File: src/rtl/conv_controller.sv
// conv_controller
//   Sequencer for one convolver datapath. It strobes the weight-register write, admits one
//   IMAGE_SIZE x IMAGE_SIZE pixel frame in raster order over a valid/ready handshake (gating
//   the datapath shift chain), flags the cycles on which add_result carries a valid
//   convolution output together with its output row/column, and reports busy/done.
//
// Ports
//   clk        sole clock, rising edge
//   reset      synchronous, active-low reset
//   start      begin a frame (sampled only in IDLE)
//   abort      cancel the current frame (wins over start)
//   in_pixel   raster pixel from upstream
//   in_valid   in_pixel valid
//   in_ready   controller accepts a pixel this cycle
//   dp_pixel   datapath pixel input (pass-through of in_pixel)
//   dp_en      datapath shift-chain advance enable
//   dp_write   datapath weight-register write strobe
//   out_valid  add_result valid this cycle
//   out_row    output row of the current result
//   out_col    output column of the current result
//   busy       high in every state except IDLE
//   done       one-cycle end-of-frame pulse
module conv_controller #(
   parameter int unsigned DATA_WIDTH   = 16,
   parameter int unsigned KERNEL_SIZE  = 5,
   parameter int unsigned IMAGE_SIZE   = 28,
   parameter int unsigned PIPE_LATENCY = 0,
   localparam int unsigned OutW = ((IMAGE_SIZE - KERNEL_SIZE + 1) > 1) ?
                                  $clog2(IMAGE_SIZE - KERNEL_SIZE + 1) : 1
) (
   input  logic                  clk,
   input  logic                  reset,
   input  logic                  start,
   input  logic                  abort,
   input  logic [DATA_WIDTH-1:0] in_pixel,
   input  logic                  in_valid,
   output logic                  in_ready,
   output logic [DATA_WIDTH-1:0] dp_pixel,
   output logic                  dp_en,
   output logic                  dp_write,
   output logic                  out_valid,
   output logic [OutW-1:0]       out_row,
   output logic [OutW-1:0]       out_col,
   output logic                  busy,
   output logic                  done
);

   localparam int unsigned CntW   = (IMAGE_SIZE > 1) ? $clog2(IMAGE_SIZE) : 1;
   localparam int unsigned Depth  = PIPE_LATENCY + 1;
   localparam int unsigned DrainW = (PIPE_LATENCY > 0) ? $clog2(PIPE_LATENCY + 1) : 1;

   localparam logic [CntW-1:0]   LastPix   = CntW'(IMAGE_SIZE - 1);
   localparam logic [CntW-1:0]   FirstWin  = CntW'(KERNEL_SIZE - 1);
   localparam logic [OutW-1:0]   LastOut   = OutW'(IMAGE_SIZE - KERNEL_SIZE);
   localparam logic [DrainW-1:0] LastDrain = DrainW'(PIPE_LATENCY);

   typedef enum logic [2:0] {StIdle, StLoadW, StStream, StDrain, StDone} state_e;

   state_e            state_q, state_d;
   logic [CntW-1:0]   row_q, row_d, col_q, col_d;
   logic [OutW-1:0]   orow_q, orow_d, ocol_q, ocol_d;
   logic [DrainW-1:0] drain_q, drain_d;
   logic [Depth-1:0]  vld_q, vld_d;
   logic              in_ready_q, in_ready_d;
   logic              dp_write_q, dp_write_d;
   logic              busy_q, busy_d;
   logic              done_q, done_d;
   logic              accept, push;

   // in_ready_q is only ever high in STREAM, so accept needs no separate state qualifier.
   assign accept = in_valid & in_ready_q & ~abort;
   // Window is complete once both counters have reached K-1.
   assign push   = accept & (row_q >= FirstWin) & (col_q >= FirstWin);

   assign dp_pixel  = in_pixel;
   assign dp_en     = accept;
   assign in_ready  = in_ready_q;
   assign dp_write  = dp_write_q;
   assign out_valid = vld_q[Depth-1];
   assign out_row   = orow_q;
   assign out_col   = ocol_q;
   assign busy      = busy_q;
   assign done      = done_q;

   always_comb begin
      state_d = state_q;
      row_d   = row_q;
      col_d   = col_q;
      orow_d  = orow_q;
      ocol_d  = ocol_q;
      drain_d = drain_q;

      // Free-running valid delay line, matched to the datapath latency.
      vld_d    = vld_q << 1;
      vld_d[0] = push;

      // Output coordinates advance after each flagged result.
      if (vld_q[Depth-1]) begin
         if (ocol_q == LastOut) begin
            ocol_d = '0;
            orow_d = (orow_q == LastOut) ? '0 : orow_q + OutW'(1);
         end else begin
            ocol_d = ocol_q + OutW'(1);
         end
      end

      unique case (state_q)
         StIdle: begin
            if (start) begin
               state_d = StLoadW;
               row_d   = '0;
               col_d   = '0;
               orow_d  = '0;
               ocol_d  = '0;
               drain_d = '0;
            end
         end
         StLoadW: state_d = StStream;
         StStream: begin
            if (accept) begin
               if (col_q == LastPix) begin
                  col_d = '0;
                  if (row_q == LastPix) begin
                     row_d   = '0;
                     drain_d = '0;
                     state_d = StDrain;
                  end else begin
                     row_d = row_q + CntW'(1);
                  end
               end else begin
                  col_d = col_q + CntW'(1);
               end
            end
         end
         // The last push leaves the delay line after exactly Depth cycles.
         StDrain: begin
            if (drain_q == LastDrain) begin
               state_d = StDone;
            end else begin
               drain_d = drain_q + DrainW'(1);
            end
         end
         StDone:  state_d = StIdle;
         default: state_d = StIdle;
      endcase

      if (abort) begin
         state_d = StIdle;
         row_d   = '0;
         col_d   = '0;
         orow_d  = '0;
         ocol_d  = '0;
         drain_d = '0;
         vld_d   = '0;
      end

      in_ready_d = (state_d == StStream);
      dp_write_d = (state_d == StLoadW);
      busy_d     = (state_d != StIdle);
      done_d     = (state_d == StDone);
   end

   always_ff @(posedge clk) begin
      if (!reset) begin
         state_q    <= StIdle;
         row_q      <= '0;
         col_q      <= '0;
         orow_q     <= '0;
         ocol_q     <= '0;
         drain_q    <= '0;
         vld_q      <= '0;
         in_ready_q <= 1'b0;
         dp_write_q <= 1'b0;
         busy_q     <= 1'b0;
         done_q     <= 1'b0;
      end else begin
         state_q    <= state_d;
         row_q      <= row_d;
         col_q      <= col_d;
         orow_q     <= orow_d;
         ocol_q     <= ocol_d;
         drain_q    <= drain_d;
         vld_q      <= vld_d;
         in_ready_q <= in_ready_d;
         dp_write_q <= dp_write_d;
         busy_q     <= busy_d;
         done_q     <= done_d;
      end
   end

endmodule

File: config.mk
export PLATFORM = sky130hd
export DESIGN_NAME = conv_controller
export DESIGN_NICKNAME = d
export VERILOG_FILES = /design/src/rtl/conv_controller.sv
export SDC_FILE = /design/constraint.sdc
export NUM_CORES = 1
export LEC_CHECK = 0
export ABC_CLOCK_PERIOD_IN_PS = 1800
export CORE_ASPECT_RATIO = 1.75
export CORE_UTILIZATION = 40
export CTS_CLUSTER_DIAMETER = 40
export DETAILED_ROUTE_END_ITERATION = 7
export PLACE_DENSITY = 0.86
export SLEW_MARGIN = 10
export SYNTH_ARGS = -nofsm -noshare
export SYNTH_HDL_FRONTEND = slang
export SYNTH_SLANG_ARGS = --single-unit
export TNS_END_PERCENT = 30
File: constraint.sdc
create_clock -name clk -period 1.8 [get_ports clk]
set_clock_uncertainty 0.1 [all_clocks]
set_input_delay 0.27 -clock clk [delete_from_list [all_inputs] [get_ports clk]]
set_output_delay 0.27 -clock clk [all_outputs]
set_load 0.1 [all_outputs]
==> impl_metrics.toml <==
[synthesis]
synthTopCellsByArea = "dfxtp_1 39%, buf_4 8.8%, ha_1 5.2%, a21oi_1 3.8%, nor3_1 3.8%"
yosys.area.top_type_share_pct = 38.6
syn-mean-instance-area_um2 = 8.85
async_reset_ff_share_pct = 0
syn-num-nets = 191
synthCells = 164
yosysSeqAreaShare_pct = 38.6
synth_seq_cells = 28
yosysUniqueCellTypes = 40
synth_ff_type = "dfxtp_1"
syn_area_um2 = 1450
synth_edf_count = 0
ys_warn_count = 0
synth_top_area_cell = "dfxtp_1"

[setup_path]
cp-end-kind = "flip-flop"
crit_buf_inv = 0
cp_slowest_cell = "or3b_2"
required_ns = 1.90
reg2reg_to = "row_q[1]"
startpoint_type = "flip-flop"
critPathKind = "reg -> reg"
reg2reg_depth = 4
worstPathCellList = "or3b_2, nor3_1, nor2_1, o21ai_0"
path_delay_family = "simple AND/OR/NAND/NOR gates"
slowest_delay_ns = 0.53
r2r-start = "state_q[2]"
reg2reg_slack_ns = 0.03
path_max_fanout = 7
crit_arrival_ns = 1.87

[routing]
drtIter0Drc = 47
first_pass_iters = 4
vias_per_cell = 5.36
wl_per_cell_um = 13.7
wl_mm = 3.21
detail-route-antenna-nets = 0
vias = 1260
drc_errors = 0

[die]
die-width_um = 47.5
rows = 28
pin_count = 53
core-area_um2 = 3430
start_util_pct = 42.3
die_y_um = 81.7
die_area_um2 = 3880

[clock_tree]
cts_root_buffer = "clkbuf_8"
cts-hold-fix-buffers = 0
clkTransAtPathRegs_ns = 0.09
cts_tree = "done"
clk_latency_ns = 0.27
clock_path_buffers = 2
cts_buffers = 3
cts.sinks = 28
cts.htree.levels = 1

[sta]
fmax_mhz = 565
finalCriticalPeriod_ns = 1.77
rsz0062_at_grt = "yes"
hold_violations = 0
relSlewSlack_pct = 72.5
worstMarginPinSlew_ns = 0.411
period_share_pct = 98.3
setup_violations = 0
maxSlewViolCount = 0

[finish]
fin_util_pct = 59.4
diodes = 0
nNetsFinal = 218
layout-drive-gt1-share_pct = 32.6
fin_area_um2 = 2040
layout_commonest_cell = "buf_4"
mostFrequentLayoutCells = "21 x buf_4, 17 x dfxtp_1, 17 x buf_12, 13 x nand2_1, 11 x a21oi_1"
fin_cells = 235
area_delta_synth_final_pct = 40.4

[place]
dpl.hpwl_mm = 2.32
port_buffers = 20
dpl_cell_area_um2 = 1920
dp.cells = 227
gp_congestion = 0.910

[pwr]
power_mw = 1.22
seqPwrFrac_pct = 51.0
intPower_mw = 0.967
power.share.clock_pct = 39.5
switching_share_pct = 20.5
leakage_nw = 0.750
p_comb_share_pct = 9.4
powerDensity_nw_per_um2 = 596
p_sw_mw = 0.249
ir_worst_vdd_mv = 0.454

[run]
maxCapViolations = 0

[min_path]
hold_end = "in_ready"
hp-class = "in -> reg"
min_from = "abort"
whs_path_depth = 3

[grt]
gr-total-overflow = 0
grt_antenna_before_repair = 0
grt_start_max_net_pins = 17
grt_pass1_wl_mm = 4.91
first_global_vias = 1185
gr-usage-all-layers_pct = 17.0

[status]
status = "complete, no violations"
## sequential cells by signal (all words and copies together), names as in the netlist
register   count
busy           1
col_q          5
done           1
dp_write       1
in_ready       1
out_col        5
out_row        5
out_valid      1
row_q          5
state_q        3
## final cells by class
type | count | area, µm²
tap | 45 | 56.3
sequential | 28 | 592
multi-input combinational | 108 | 748
clock inverter | 1 | 30.0
inverter | 8 | 30.0
fill | 301 | 1400
clock buffer | 3 | 41.3
timing repair buffer | 42 | 541
## worst reg2reg max path, cell delays in order, from the launching register on
cell and delay, ns:
dfxtp_1 0.42, or3b_2 0.53, nor3_1 0.30, nor2_1 0.18
o21ai_0 0.17
## synthesized netlist by cell type (4+ instances only)
cell      n
o21ai_0   6
inv_1     8
and3_1    4
ha_1      6
buf_4    17
nor2_1   10
xnor2_1   4
nand2_1  13
nor3_1   11
dfxtp_1  28
a21oi_1  11
## power groups by stage
stage | clock network [mW] | logic (mW) | registers [mW]
global route | 0.508 | 0.123 | 0.621
global placement | 0 | 0.107 | 0.636
finish | 0.481 | 0.115 | 0.620
detailed placement | 0 | 0.108 | 0.636
CTS | 0.487 | 0.109 | 0.622
floorplan | 0 | 0.208 | 0.650
## kinds of logic after synthesis
family                     count (synthesis)  share of synthesized area [%]
and+or+nand+nor                           64                           26.4
AOI/OAI and AO/OA                         29                           12.3
buffers and inverters                     28                           11.8
DFF                                       28                           38.6
xor gates and xnor gates                   6                           3.62
adders and majority gates                  6                           5.17
muxes                                      3                           2.07
## metal layers
layer  vias up  GRT usage, %  share of wire (%)
li1        615             -                  -
met1       598          19.7                 41
met2        41          29.7                 53
met3         6          2.20                4.6
met4         0          7.22                1.5
met5         -             0                  0
## through the flow
| step | setup WS [ns] | hold WS, ns | TNS [ns] |
|---|---|---|---|
| 2_1_floorplan | -0.0462 | 0.287 | -0.0462 |
| 3_3_place_gp | -0.106 | 0.378 | -0.627 |
| 3_5_place_dp | -0.142 | 0.404 | -0.999 |
| 4_1_cts | 0.0114 | 0.417 | 0 |
| 5_1_grt | -0.0652 | 0.311 | -0.0984 |
| 6_report | 0.0306 | 0.285 | 0 |
## repair_timing
action	CTS	global route
endpoints found under the setup margin	1	7
pin swaps	0	2
endpoints found under the hold margin	0	0
buffers inserted	1	3
gates resized for setup	1	4
## worst max-delay path by stage
stage	end	depth (start not counted)	startpoint	slack, ns
floorplan	col_q[3]	5	in_ready	-0.05
global placement	col_q[3]	5	in_valid	-0.11
detailed placement	col_q[3]	5	abort	-0.14
CTS	dp_en	5	abort	0.01
global route	row_q[4]	5	col_q[0]	-0.07
finish	row_q[1]	4	state_q[2]	0.03
(Power assumes the default switching activity.)
